**src/rtl/serial_arith_pkg.sv**
```systemverilog
// Purpose : shared types and helpers for the bit-serial arithmetic blocks.
// Contents: FSM state encoding (sa_state_t) and the bit-counter width helper cnt_w().
// Users   : serial_adder today, a serial subtractor later.
package serial_arith_pkg;

  // Three-phase sequencing shared by every serial arithmetic block.
  typedef enum logic [1:0] {
    IDLE  = 2'd0,
    SHIFT = 2'd1,
    DONE  = 2'd2
  } sa_state_t;

  // Bit-counter width for a w-bit operand.
  // The counter only runs 0..w-1, so ceil(log2(w)) bits are enough.
  // The result is floored at 1 so that a degenerate w still gives a usable width.
  function automatic int cnt_w(input int w);
    return (w < 2) ? 1 : $clog2(w);
  endfunction

endpackage

```
**src/rtl/serial_adder_if.sv**
```systemverilog
// Purpose: operand/result handshake bundle for serial_adder.
// Ports  : in_valid/in_ready carry a, b and cin into the block.
//          out_valid/out_ready carry sum and cout out of the block; busy is a status flag.
// Modports: master drives operands and consumes results; slave is the adder itself.
interface serial_adder_if #(
  parameter int WIDTH = 8
);

  logic             in_valid;
  logic             in_ready;
  logic [WIDTH-1:0] a;
  logic [WIDTH-1:0] b;
  logic             cin;
  logic             out_valid;
  logic             out_ready;
  logic [WIDTH-1:0] sum;
  logic             cout;
  logic             busy;

  modport master (
    output in_valid, a, b, cin, out_ready,
    input  in_ready, out_valid, sum, cout, busy
  );

  modport slave (
    input  in_valid, a, b, cin, out_ready,
    output in_ready, out_valid, sum, cout, busy
  );

endinterface

```
**src/rtl/serial_adder_cell.sv**
```systemverilog
// Purpose : one-bit full adder, purely combinational (module full_adder_cell).
// Ports   : a, b and cin are the inputs; s = a^b^cin and cout = majority(a, b, cin).
// Latency : zero cycles. There is no handshake and no backpressure.
module full_adder_cell (
  input  logic a,
  input  logic b,
  input  logic cin,
  output logic s,
  output logic cout
);

  assign s    = a ^ b ^ cin;
  assign cout = (a & b) | (a & cin) | (b & cin);

endmodule

```
**src/rtl/serial_adder.sv**
```systemverilog
// Purpose : bit-serial unsigned adder, LSB first, one bit per clock through a single full-adder cell.
// Latency : accept at edge E, then out_valid is high after edge E+WIDTH.
//           The minimum repeat interval is WIDTH+2 cycles.
// Backpressure: the result is held in DONE until out_ready.
//           in_ready is high only in IDLE, so no new operand is taken while a result is pending.
// Ports   : clk and rst_n (asynchronous, active-low) are plain ports.
//           bus (serial_adder_if.slave) carries operands, results and busy.
module serial_adder
  import serial_arith_pkg::*;
#(
  parameter int WIDTH = 8  // legal range 2..32
) (
  input  logic           clk,
  input  logic           rst_n,
  serial_adder_if.slave  bus
);

  localparam int            CW   = cnt_w(WIDTH);
  localparam logic [CW-1:0] LAST = CW'(WIDTH - 1);

  sa_state_t        state_q, state_d;
  logic [WIDTH-1:0] a_sh, b_sh, sum_sh;
  logic             carry;
  logic [CW-1:0]    count;

  logic             in_ready, out_valid, busy;
  logic             fa_s, fa_co;
  logic             accept;

  // The single arithmetic cell; the carry flop closes the loop around it.
  full_adder_cell u_cell (
    .a    (a_sh[0]),
    .b    (b_sh[0]),
    .cin  (carry),
    .s    (fa_s),
    .cout (fa_co)
  );

  assign accept = in_ready & bus.in_valid;

  // State register
  always_ff @(posedge clk or negedge rst_n) begin
    if (!rst_n) state_q <= IDLE;
    else        state_q <= state_d;
  end

  // Next-state logic and handshake outputs
  always_comb begin
    state_d   = state_q;
    in_ready  = 1'b0;
    out_valid = 1'b0;
    busy      = 1'b0;
    case (state_q)
      IDLE: begin
        in_ready = 1'b1;
        if (bus.in_valid) state_d = SHIFT;
      end
      SHIFT: begin
        busy = 1'b1;
        if (count == LAST) state_d = DONE;
      end
      DONE: begin
        busy      = 1'b1;
        out_valid = 1'b1;
        // Returning to IDLE first means in_ready rises only the cycle after the result is taken.
        if (bus.out_ready) state_d = IDLE;
      end
      default: state_d = IDLE;
    endcase
  end

  // Datapath: operand shifters, the sum shifter, the carry flop and the bit counter.
  always_ff @(posedge clk or negedge rst_n) begin
    if (!rst_n) begin
      a_sh   <= '0;
      b_sh   <= '0;
      sum_sh <= '0;
      carry  <= 1'b0;
      count  <= '0;
    end else begin
      case (state_q)
        IDLE: begin
          if (accept) begin
            a_sh  <= bus.a;
            b_sh  <= bus.b;
            carry <= bus.cin;
            count <= '0;
          end
        end
        SHIFT: begin
          // Sum bits enter at the MSB.
          // After WIDTH shifts, bit 0 of the result has reached position 0.
          sum_sh <= {fa_s, sum_sh[WIDTH-1:1]};
          a_sh   <= a_sh >> 1;
          b_sh   <= b_sh >> 1;
          carry  <= fa_co;
          // The counter saturates at the last bit, so it cannot wrap back to zero.
          if (count != LAST) count <= count + 1'b1;
        end
        default: ;  // DONE holds every register stable while the consumer stalls.
      endcase
    end
  end

  assign bus.in_ready  = in_ready;
  assign bus.out_valid = out_valid;
  assign bus.busy      = busy;
  assign bus.sum       = sum_sh;
  assign bus.cout      = carry;

endmodule

```
**src/flat_wrapper.sv**
```systemverilog
// flat-port wrapper written by rule: the top's interface ports become plain ports
module serial_adder_flat import serial_arith_pkg::*;
#(
  parameter int WIDTH = 8                      
)
  (clk, rst_n, bus_in_valid, bus_a, bus_b, bus_cin, bus_out_ready, bus_in_ready, bus_out_valid, bus_sum, bus_cout, bus_busy);
  serial_adder_if #(.WIDTH(WIDTH)) bus_i ();
  input  logic clk;
  input  logic rst_n;
  input wire logic [$bits(bus_i.in_valid)-1:0] bus_in_valid;
  input wire logic [$bits(bus_i.a)-1:0] bus_a;
  input wire logic [$bits(bus_i.b)-1:0] bus_b;
  input wire logic [$bits(bus_i.cin)-1:0] bus_cin;
  input wire logic [$bits(bus_i.out_ready)-1:0] bus_out_ready;
  output wire logic [$bits(bus_i.in_ready)-1:0] bus_in_ready;
  output wire logic [$bits(bus_i.out_valid)-1:0] bus_out_valid;
  output wire logic [$bits(bus_i.sum)-1:0] bus_sum;
  output wire logic [$bits(bus_i.cout)-1:0] bus_cout;
  output wire logic [$bits(bus_i.busy)-1:0] bus_busy;
  assign bus_i.in_valid = bus_in_valid;
  assign bus_i.a = bus_a;
  assign bus_i.b = bus_b;
  assign bus_i.cin = bus_cin;
  assign bus_i.out_ready = bus_out_ready;
  assign bus_in_ready = bus_i.in_ready;
  assign bus_out_valid = bus_i.out_valid;
  assign bus_sum = bus_i.sum;
  assign bus_cout = bus_i.cout;
  assign bus_busy = bus_i.busy;
  serial_adder #(.WIDTH(WIDTH)) u_core (.clk(clk), .rst_n(rst_n), .bus(bus_i));
endmodule
```
**config.mk**
```make
export PLATFORM = sky130hd
export DESIGN_NAME = serial_adder_flat
export DESIGN_NICKNAME = d
export VERILOG_FILES = /design/src/rtl/serial_arith_pkg.sv /design/src/rtl/serial_adder_if.sv /design/src/rtl/serial_adder_cell.sv /design/src/rtl/serial_adder.sv /design/src/flat_wrapper.sv
export SDC_FILE = /design/constraint.sdc
export NUM_CORES = 1
export LEC_CHECK = 0
export BUFFER_PORTS_ARGS = -buffer_cell sky130_fd_sc_hd__buf_2
export CAP_MARGIN = 20
export CORE_UTILIZATION = 40
export DETAILED_ROUTE_END_ITERATION = 12
export PLACE_DENSITY = 0.59
export SLEW_MARGIN = 20
export SYNTH_ARGS = -nofsm -noshare
export SYNTH_HDL_FRONTEND = slang
export SYNTH_HIERARCHICAL = 1
export SYNTH_SLANG_ARGS = --single-unit
```
**constraint.sdc**
```tcl
create_clock -name clk -period 3.4 [get_ports clk]
set_input_delay 0 -clock clk [delete_from_list [all_inputs] [get_ports clk]]
set_output_delay 0 -clock clk [all_outputs]
set_load 0.02 [all_outputs]
```
==> impl_metrics.yaml, run 1 <==
clock_network:
  cts_resized: 0
  clk_latency_ns: 0.28
  clock_sinks: 30
  post_cts_buffers: 0
  cts_max_path_buffers: 2
  htreeDepth: 2
  cts_buffers: 5
  cts_tree: "done"
  clock_tree.root_cell: "clkbuf_8"
  cts.reportedPaths.clkPinSlew_ns: 0.07
logic_synthesis:
  netlist-cell-type-count: 20
  ys_warn_count: 6
  syn_inst: 123
  synth.cell_area_um2: 1480
  syn_avg_cell_area_um2: 12.0
  ys_ff_latch: 30
  yosysSeqAreaShare: 0.509
  syn-num-nets: 151
global_route:
  grt_util_met1: 0.180
  grtUsageMet2: 0.266
  grt_pass1_vias: 1037
  grt-busiest-layer: "met2"
  grt_max_degree: 38
  antenna_found_initial: 0
  gr-usage-all-layers: 0.158
  grt_pass1_wl_mm: 4.69
  grt_use_met3: 0.0547
  grt-ovfl-total: 0
floorplan:
  dieArea_um2: 3940
  pin_count: 33
  die_height_um: 62.7
  fp.dieW_um: 62.7
  row_count: 21
  initial_core_util: 0.429
  core_region_area_um2: 3440
final_layout:
  layout-drive-gt1-share: 0.322
  fin_nets: 198
  mostFrequentLayoutCells: "buf_2 (32), dfrtp_1 (30), nand2_1 (20)"
  fin_util: 0.543
  antenna_cells: 0
  synthToLayoutAreaGrowth_pct: 26.7
  layout_commonest_cell: "buf_2"
  nFillCells: 315
  regArea_um2: 751
  multi_input_area_um2: 657
timing:
  finalCritPeriodShare: 0.594
  fin_tns_setup_ns: 0
  max_slew_margin: 0.355
  hold_violations: 0
  setup_violations: 0
  fin_crit_ns: 2.02
  fin_ws_ns: 1.38
  rsz0062_at_grt: "no"
  worst_pin_slew_ns: 0.947
  holdWs_ns: 0.00105
  skew_ns: 0.00644
  slew_violations: 0
  max_freq_mhz: 495
power_and_ir_drop:
  swShare: 0.390
  intPower_uw: 1100
  combPwrFrac: 0.479
  power_switching_uw: 704
  clockPowerShare: 0.163
  ir_drop_v: 0.000358
  leakagePower_uw: 0.000894
  pwr-share-seq: 0.359
  cellPowerDensity_nw_per_um2: 965
place:
  gp_congestion: 0.688
  portBuffers: 32
  hpwl_mm: 1.79
  post-place-ws_ns: 1.40
flow_run:
  max_cap_viol_count: 0
detailed_routing:
  avgViaCountPerCell: 4.77
  drc: 0
  first_iter_violations: 31
  vias: 1036
  wirelength_mm: 2.64
  wl_per_cell_um: 12.1
  firstDrtPassIters: 4
  antenna_left: 0
worst_setup_path:
  worstSetupPathType: "reg -> reg"
  cp.required_ns: 3.62
  arrival_ns: 2.24
  endpoint_kind: "register"
  crit_path_max_fanout: 37
  cp-start-kind: "register"
run_status:
  status: "completed"
hold_path:
  hold_class: "in -> reg"
[cell families (layout without fill, tap and decap cells)]
logic type / count (synthesis) / count (layout) / share of synthesized area
adder cells (fa/ha/maj): 7 / 7 / 0.0645
buffers and inverters: 10 / 58 / 0.0458
AND/OR/NAND/NOR: 26 / 26 / 0.0789
AO/OA/AOI/OAI: 24 / 24 / 0.103
flip-flops: 30 / 30 / 0.509
multiplexers: 26 / 26 / 0.198
[synth_stat cells]
master | n | share of area
inv_2 | 1 | 0.0025
buf_2 | 3 | 0.010
inv_1 | 3 | 0.0076
mux2_4 | 2 | 0.020
or2_2 | 1 | 0.0042
o21ai_0 | 3 | 0.010
dfrtp_1 | 30 | 0.51
fa_1 | 1 | 0.014
and2b_4 | 1 | 0.0068
nand2b_1 | 4 | 0.017
mux2i_4 | 1 | 0.015
mux2_2 | 8 | 0.061
a221oi_4 | 1 | 0.018
o21ai_1 | 17 | 0.058
ha_1 | 6 | 0.051
mux2i_1 | 15 | 0.10
buf_6 | 2 | 0.015
nand2_1 | 20 | 0.051
buf_8 | 1 | 0.010
a22o_1 | 3 | 0.018
[state kept, by name, summed over array words and instances (netlist names)]
register,flops
u_core/bus.cout,1
u_core/b_sh,8
u_core/a_sh,8
u_core/count,3
u_core/bus.sum,8
u_core/state_q,2
[worst paths after layout]
check                           cells after the start         startpoint           endpoint  slack [ns]
min in group asynchronous                           2              rst_n    u_core/count[1]        0.29
max in group asynchronous                           2              rst_n  u_core/bus.sum[5]        2.68
worst min register to register                      2     u_core/b_sh[1]     u_core/b_sh[1]        0.48
worst min-delay path                                3            bus_cin    u_core/bus.cout       0.001
worst max-delay path                                4  u_core/state_q[1]    u_core/count[2]        1.38
worst max register to register                      4  u_core/state_q[1]    u_core/count[2]        1.38
[through the flow]
| stage | area, um^2 | cells | power (uW) |
|---|---|---|---|
| final | 1870 | 217 | 1800 |
| after detailed placement | 1650 | 196 | 1520 |
| after floorplan | 1480 | 123 | 1360 |
| after global routing | 1870 | 217 | 1960 |
| after CTS | 1870 | 217 | 1830 |
| after global placement | 1650 | 196 | 1470 |
[final cells by class]
| type | instances | area share |
|---|---|---|
| clock inverters | 1 | 0.00268 |
| repair buffers | 46 | 0.159 |
| flip-flops and latches | 30 | 0.402 |
| clock buffers | 7 | 0.0462 |
| well taps | 46 | 0.0308 |
| inverters | 4 | 0.00803 |
| multi-input cells | 83 | 0.351 |
[critical path: stages, from the launching register on]
cell and delay, ns:
dfrtp_1 0.40, inv_1 0.12, ha_1 0.30, mux2i_4 0.84
a22o_1 0.29
[per-layer routing]
metal,vias up,wire length (um)
li1,511,-
met3,6,101
met5,-,0
met1,497,1190
met2,22,1290
met4,0,54
[power groups by stage]
stage / Combinational (uW) / Sequential (uW) / Clock [uW]
after CTS: 874 / 648 / 306
after global placement: 832 / 642 / 0
final: 863 / 646 / 294
after detailed placement: 864 / 652 / 0
after global routing: 957 / 674 / 325
after floorplan: 664 / 694 / 0
[repair_timing]
action,in CTS,in global routing
hold buffers,13,0
endpoints found under the setup margin,0,0
endpoints found under the hold margin,42,0
No activity file was read; power rests on OpenSTA's default activity.
==> inputs of run 2 (changes only) <==
PLACE_DENSITY = 0.61   (was 0.59)
clock period = 1.8 ns   (was 3.4 ns; I/O delays follow)
==> impl_metrics.yaml, run 2 (same netlist as run 1, synthesis figures left out) <==
clock_network:
  cts_tree: "done"
  clock_tree.root_cell: "clkbuf_8"
  clk_latency_ns: 0.28
  htreeDepth: 2
  cts.reportedPaths.clkPinSlew_ns: 0.06
  cts_resized: 0
  cts_buffers: 5
  clock_sinks: 30
  cts_max_path_buffers: 2
timing:
  rsz0062_at_grt: "no"
  worst_pin_slew_ns: 0.665
  max_slew_margin: 0.556
  fin_crit_ns: 1.68
  holdWs_ns: -0.00567
  setup_violations: 0
  slew_violations: 0
  fin_tns_setup_ns: 0
  hold_violations: 1
  skew_ns: 0.00475
  max_freq_mhz: 596
  finalCritPeriodShare: 0.932
floorplan:
  pin_count: 33
  initial_core_util: 0.429
  fp.dieW_um: 62.7
  dieArea_um2: 3940
  core_region_area_um2: 3440
  row_count: 21
  die_height_um: 62.7
detailed_routing:
  wl_per_cell_um: 12.8
  wirelength_mm: 2.74
  antenna_left: 0
  avgViaCountPerCell: 4.77
  firstDrtPassIters: 4
  drc: 0
  vias: 1016
  first_iter_violations: 17
power_and_ir_drop:
  leakagePower_uw: 0.000887
  power_switching_uw: 1350
  swShare: 0.386
  ir_drop_v: 0.000801
  clockPowerShare: 0.155
  cellPowerDensity_nw_per_um2: 1890
  combPwrFrac: 0.496
  pwr-share-seq: 0.348
  intPower_uw: 2150
global_route:
  gr-usage-all-layers: 0.159
  antenna_found_initial: 0
  grt_max_degree: 35
  grt_pass1_wl_mm: 4.63
  grt-ovfl-total: 0
  grt_pass1_vias: 1086
worst_setup_path:
  cpLargestDelayFamily: "adder cells"
  slowest_delay_ns: 0.43
  crit_path_max_fanout: 25
  endpoint_kind: "register"
  cp_cell_sequence: "inv_1 -> ha_1 -> buf_12 -> mux2_2"
  arrival_ns: 1.84
  cp_slowest_cell: "ha_1"
  worstSetupPathType: "reg -> reg"
  cp-start-kind: "register"
  cp.required_ns: 1.96
  worst-path-buf-inv: 2
final_layout:
  layout_commonest_cell: "buf_2"
  fin_util: 0.538
  synthToLayoutAreaGrowth_pct: 25.5
  layout-drive-gt1-share: 0.335
  antenna_cells: 0
  mostFrequentLayoutCells: "buf_2 (32), dfrtp_1 (30), nand2_1 (20)"
  fin_area_um2: 1850
  fin_nets: 194
place:
  dpl-instance-area_um2: 1680
  gp_congestion: 0.769
  hpwl_mm: 1.92
  portBuffers: 32
run_status:
  violations: "hold timing"
  status: "finished, violations left"
flow_run:
  max_cap_viol_count: 0
hold_path:
  hold_class: "in -> reg"
[run 2: worst paths after layout]
check	cells past startpoint	end	slack [ns]	startpoint
worst max register to register	4	u_core/bus.sum[1]	0.12	u_core/state_q[1]
max in group asynchronous	2	u_core/a_sh[3]	1.08	rst_n
worst max-delay path	4	u_core/bus.sum[1]	0.12	u_core/state_q[1]
worst min register to register	2	u_core/a_sh[5]	0.49	u_core/a_sh[5]
min in group asynchronous	2	u_core/count[2]	0.30	rst_n
worst min-delay path	3	u_core/a_sh[6]	-0.006	bus_a[6]
[run 2: area by class of cell]
cell class	instances	area (um^2)
timing repair buffer	42	280
sequential	30	751
clock inverter	1	5.00
multi-input combinational	83	657
tap	46	57.6
inverter	4	15.0
fill	329	1590
clock buffer	7	86.3
[run 2: what timing repair did]
item,in CTS,in global routing
hold buffers,8,0
setup buffers,0,0
endpoints found under the hold margin,37,0
[run 2: routing by layer]
metal,wire (um),vias up,global-route usage
met5,0,-,0
met4,53,0,0.0785
met3,89,4,0.0602
met2,1350,22,0.273
met1,1250,482,0.171
li1,-,508,-
[run 2: power by group through the flow]
stage,sequential [uW],clock (uW),combinational [uW]
3_3_place_gp,1210,0,1670
4_1_cts,1220,563,1770
2_1_floorplan,1310,0,1250
6_report,1220,544,1740
5_1_grt,1260,594,1910
3_5_place_dp,1240,0,1750
[run 2: worst reg2reg max path: stages (launching register included)]
cell and delay [ns]:
dfrtp_1 0.40, inv_1 0.10, ha_1 0.43, buf_12 0.26, mux2_2 0.37
[run 2: through the flow]
stage	cells	hold slack [ns]	total power, uW	setup slack (ns)
after global placement	197	0.0647	2870	0.193
after detailed placement	197	0.0691	2980	0.127
after CTS	213	0.0000555	3550	0.113
after floorplan	123	-0.296	2560	0.154
after global routing	213	0.0000561	3760	0.0136
final	213	-0.00567	3500	0.122
==> inputs of run 3 (changes only) <==
CORE_ASPECT_RATIO = 1.5   (was default)
==> impl_metrics.yaml, run 3 (same netlist as run 1, synthesis figures left out) <==
place:
  gp_congestion: 0.741
  portBuffers: 32
  post-place-ws_ns: 0.142
  hpwl_mm: 1.85
  dpl-instance-area_um2: 1670
power_and_ir_drop:
  leakagePower_uw: 0.000923
  cellPowerDensity_nw_per_um2: 1870
  ir_drop_v: 0.00132
floorplan:
  die_height_um: 76.4
  dieArea_um2: 3940
  row_count: 26
  pin_count: 33
  initial_core_util: 0.428
  core_region_area_um2: 3450
  fp.dieW_um: 51.6
worst_setup_path:
  cp-start-kind: "register"
  worstSetupPathType: "reg -> reg"
  critPathLaunch: "u_core/count[0]"
  worstReg2RegStart: "u_core/count[0]"
  cp.required_ns: 1.96
  crit_path_max_fanout: 7
  endpoint_kind: "register"
  arrival_ns: 1.84
final_layout:
  regArea_um2: 751
  fin_area_um2: 1920
  layout_commonest_cell: "buf_2"
  layout-drive-gt1-share: 0.333
  synthToLayoutAreaGrowth_pct: 30.1
  mostFrequentLayoutCells: "buf_2 (32), dfrtp_1 (30), nand2_1 (20)"
  multi_input_area_um2: 657
  nFillCells: 323
  antenna_cells: 0
  fin_nets: 201
detailed_routing:
  first_iter_violations: 13
  avgViaCountPerCell: 4.80
  antenna_left: 0
  wirelength_mm: 2.77
  vias: 1036
  firstDrtPassIters: 4
  wl_per_cell_um: 12.8
  drc: 0
clock_network:
  cts_buffers: 5
  cts_resized: 0
  clock_tree.root_cell: "clkbuf_8"
  cts.reportedPaths.clkPinSlew_ns: 0.06
  clk_latency_ns: 0.28
  post_cts_buffers: 0
  htreeDepth: 2
  cts_tree: "done"
  ctsHoldBuffers: 14
  cts_max_path_buffers: 2
  clock_sinks: 30
timing:
  hold_violations: 0
  max_slew_margin: 0.559
  setup_violations: 0
  fin_ws_ns: 0.125
  slew_violations: 0
  finalCritPeriodShare: 0.931
  fin_crit_ns: 1.68
  worst_pin_slew_ns: 0.662
  fin_tns_setup_ns: 0
  max_freq_mhz: 597
  rsz0062_at_grt: "no"
  skew_ns: 0.00825
flow_run:
  max_cap_viol_count: 0
global_route:
  grt_pass1_vias: 1050
  antenna_found_initial: 0
  gr-usage-all-layers: 0.167
  grt_max_degree: 38
  grt-ovfl-total: 0
  grt_pass1_wl_mm: 4.84
run_status:
  status: "completed"
hold_path:
  min_from: "bus_b[3]"
  hold_class: "in -> reg"
## run 3: final timing paths
| check | to | slack [ns] | cells after the start |
|---|---|---|---|
| worst max register to register | u_core/state_q[0] | 0.12 | 5 |
| worst max-delay path | u_core/state_q[0] | 0.12 | 5 |
| max in group asynchronous | u_core/state_q[0] | 1.09 | 2 |
| worst min register to register | u_core/a_sh[4] | 0.49 | 2 |
| worst min-delay path | u_core/b_sh[3] | 0.008 | 3 |
| min in group asynchronous | u_core/a_sh[3] | 0.28 | 2 |
## run 3: power breakdown
group / internal (uW) / total [uW] / leakage, uW / switching, uW
sequential: 1010 / 1210 / 0.000372 / 202
combinational: 826 / 1720 / 0.000493 / 898
clock: 407 / 661 / 0.0000579 / 255
## run 3: stage by stage
stage / hold WS (ns) / instances / util / total power, uW
3_5_place_dp: 0.0713 / 194 / 0.484 / 2950
5_1_grt: 0.0152 / 216 / 0.557 / 3880
2_1_floorplan: -0.296 / 123 / - / 2560
3_3_place_gp: 0.0663 / 194 / 0.484 / 2870
4_1_cts: 0.000382 / 216 / 0.557 / 3660
6_report: 0.00832 / 216 / 0.557 / 3600
## run 3: critical path: stages (launching register included)
cell      delay (ns)
dfrtp_1         0.38
ha_1            0.17
ha_1            0.26
inv_2           0.07
a221oi_4        0.34
mux2_4          0.34
## run 3: cell type report
class                      count  share of cell area
clock buffer                   5              0.0359
clock inverter                 3              0.0209
multi-input combinational     83               0.342
inverter                       4             0.00782
timing repair buffer          49               0.175
tap                           42              0.0274
sequential                    30               0.391
## run 3: layer usage
metal	GRT usage	vias to the layer above	wire length, um
met4	0.0973	0	68
li1	-	518	-
met5	0	-	0
met3	0.0539	7	124
met2	0.255	29	1350
met1	0.201	482	1230
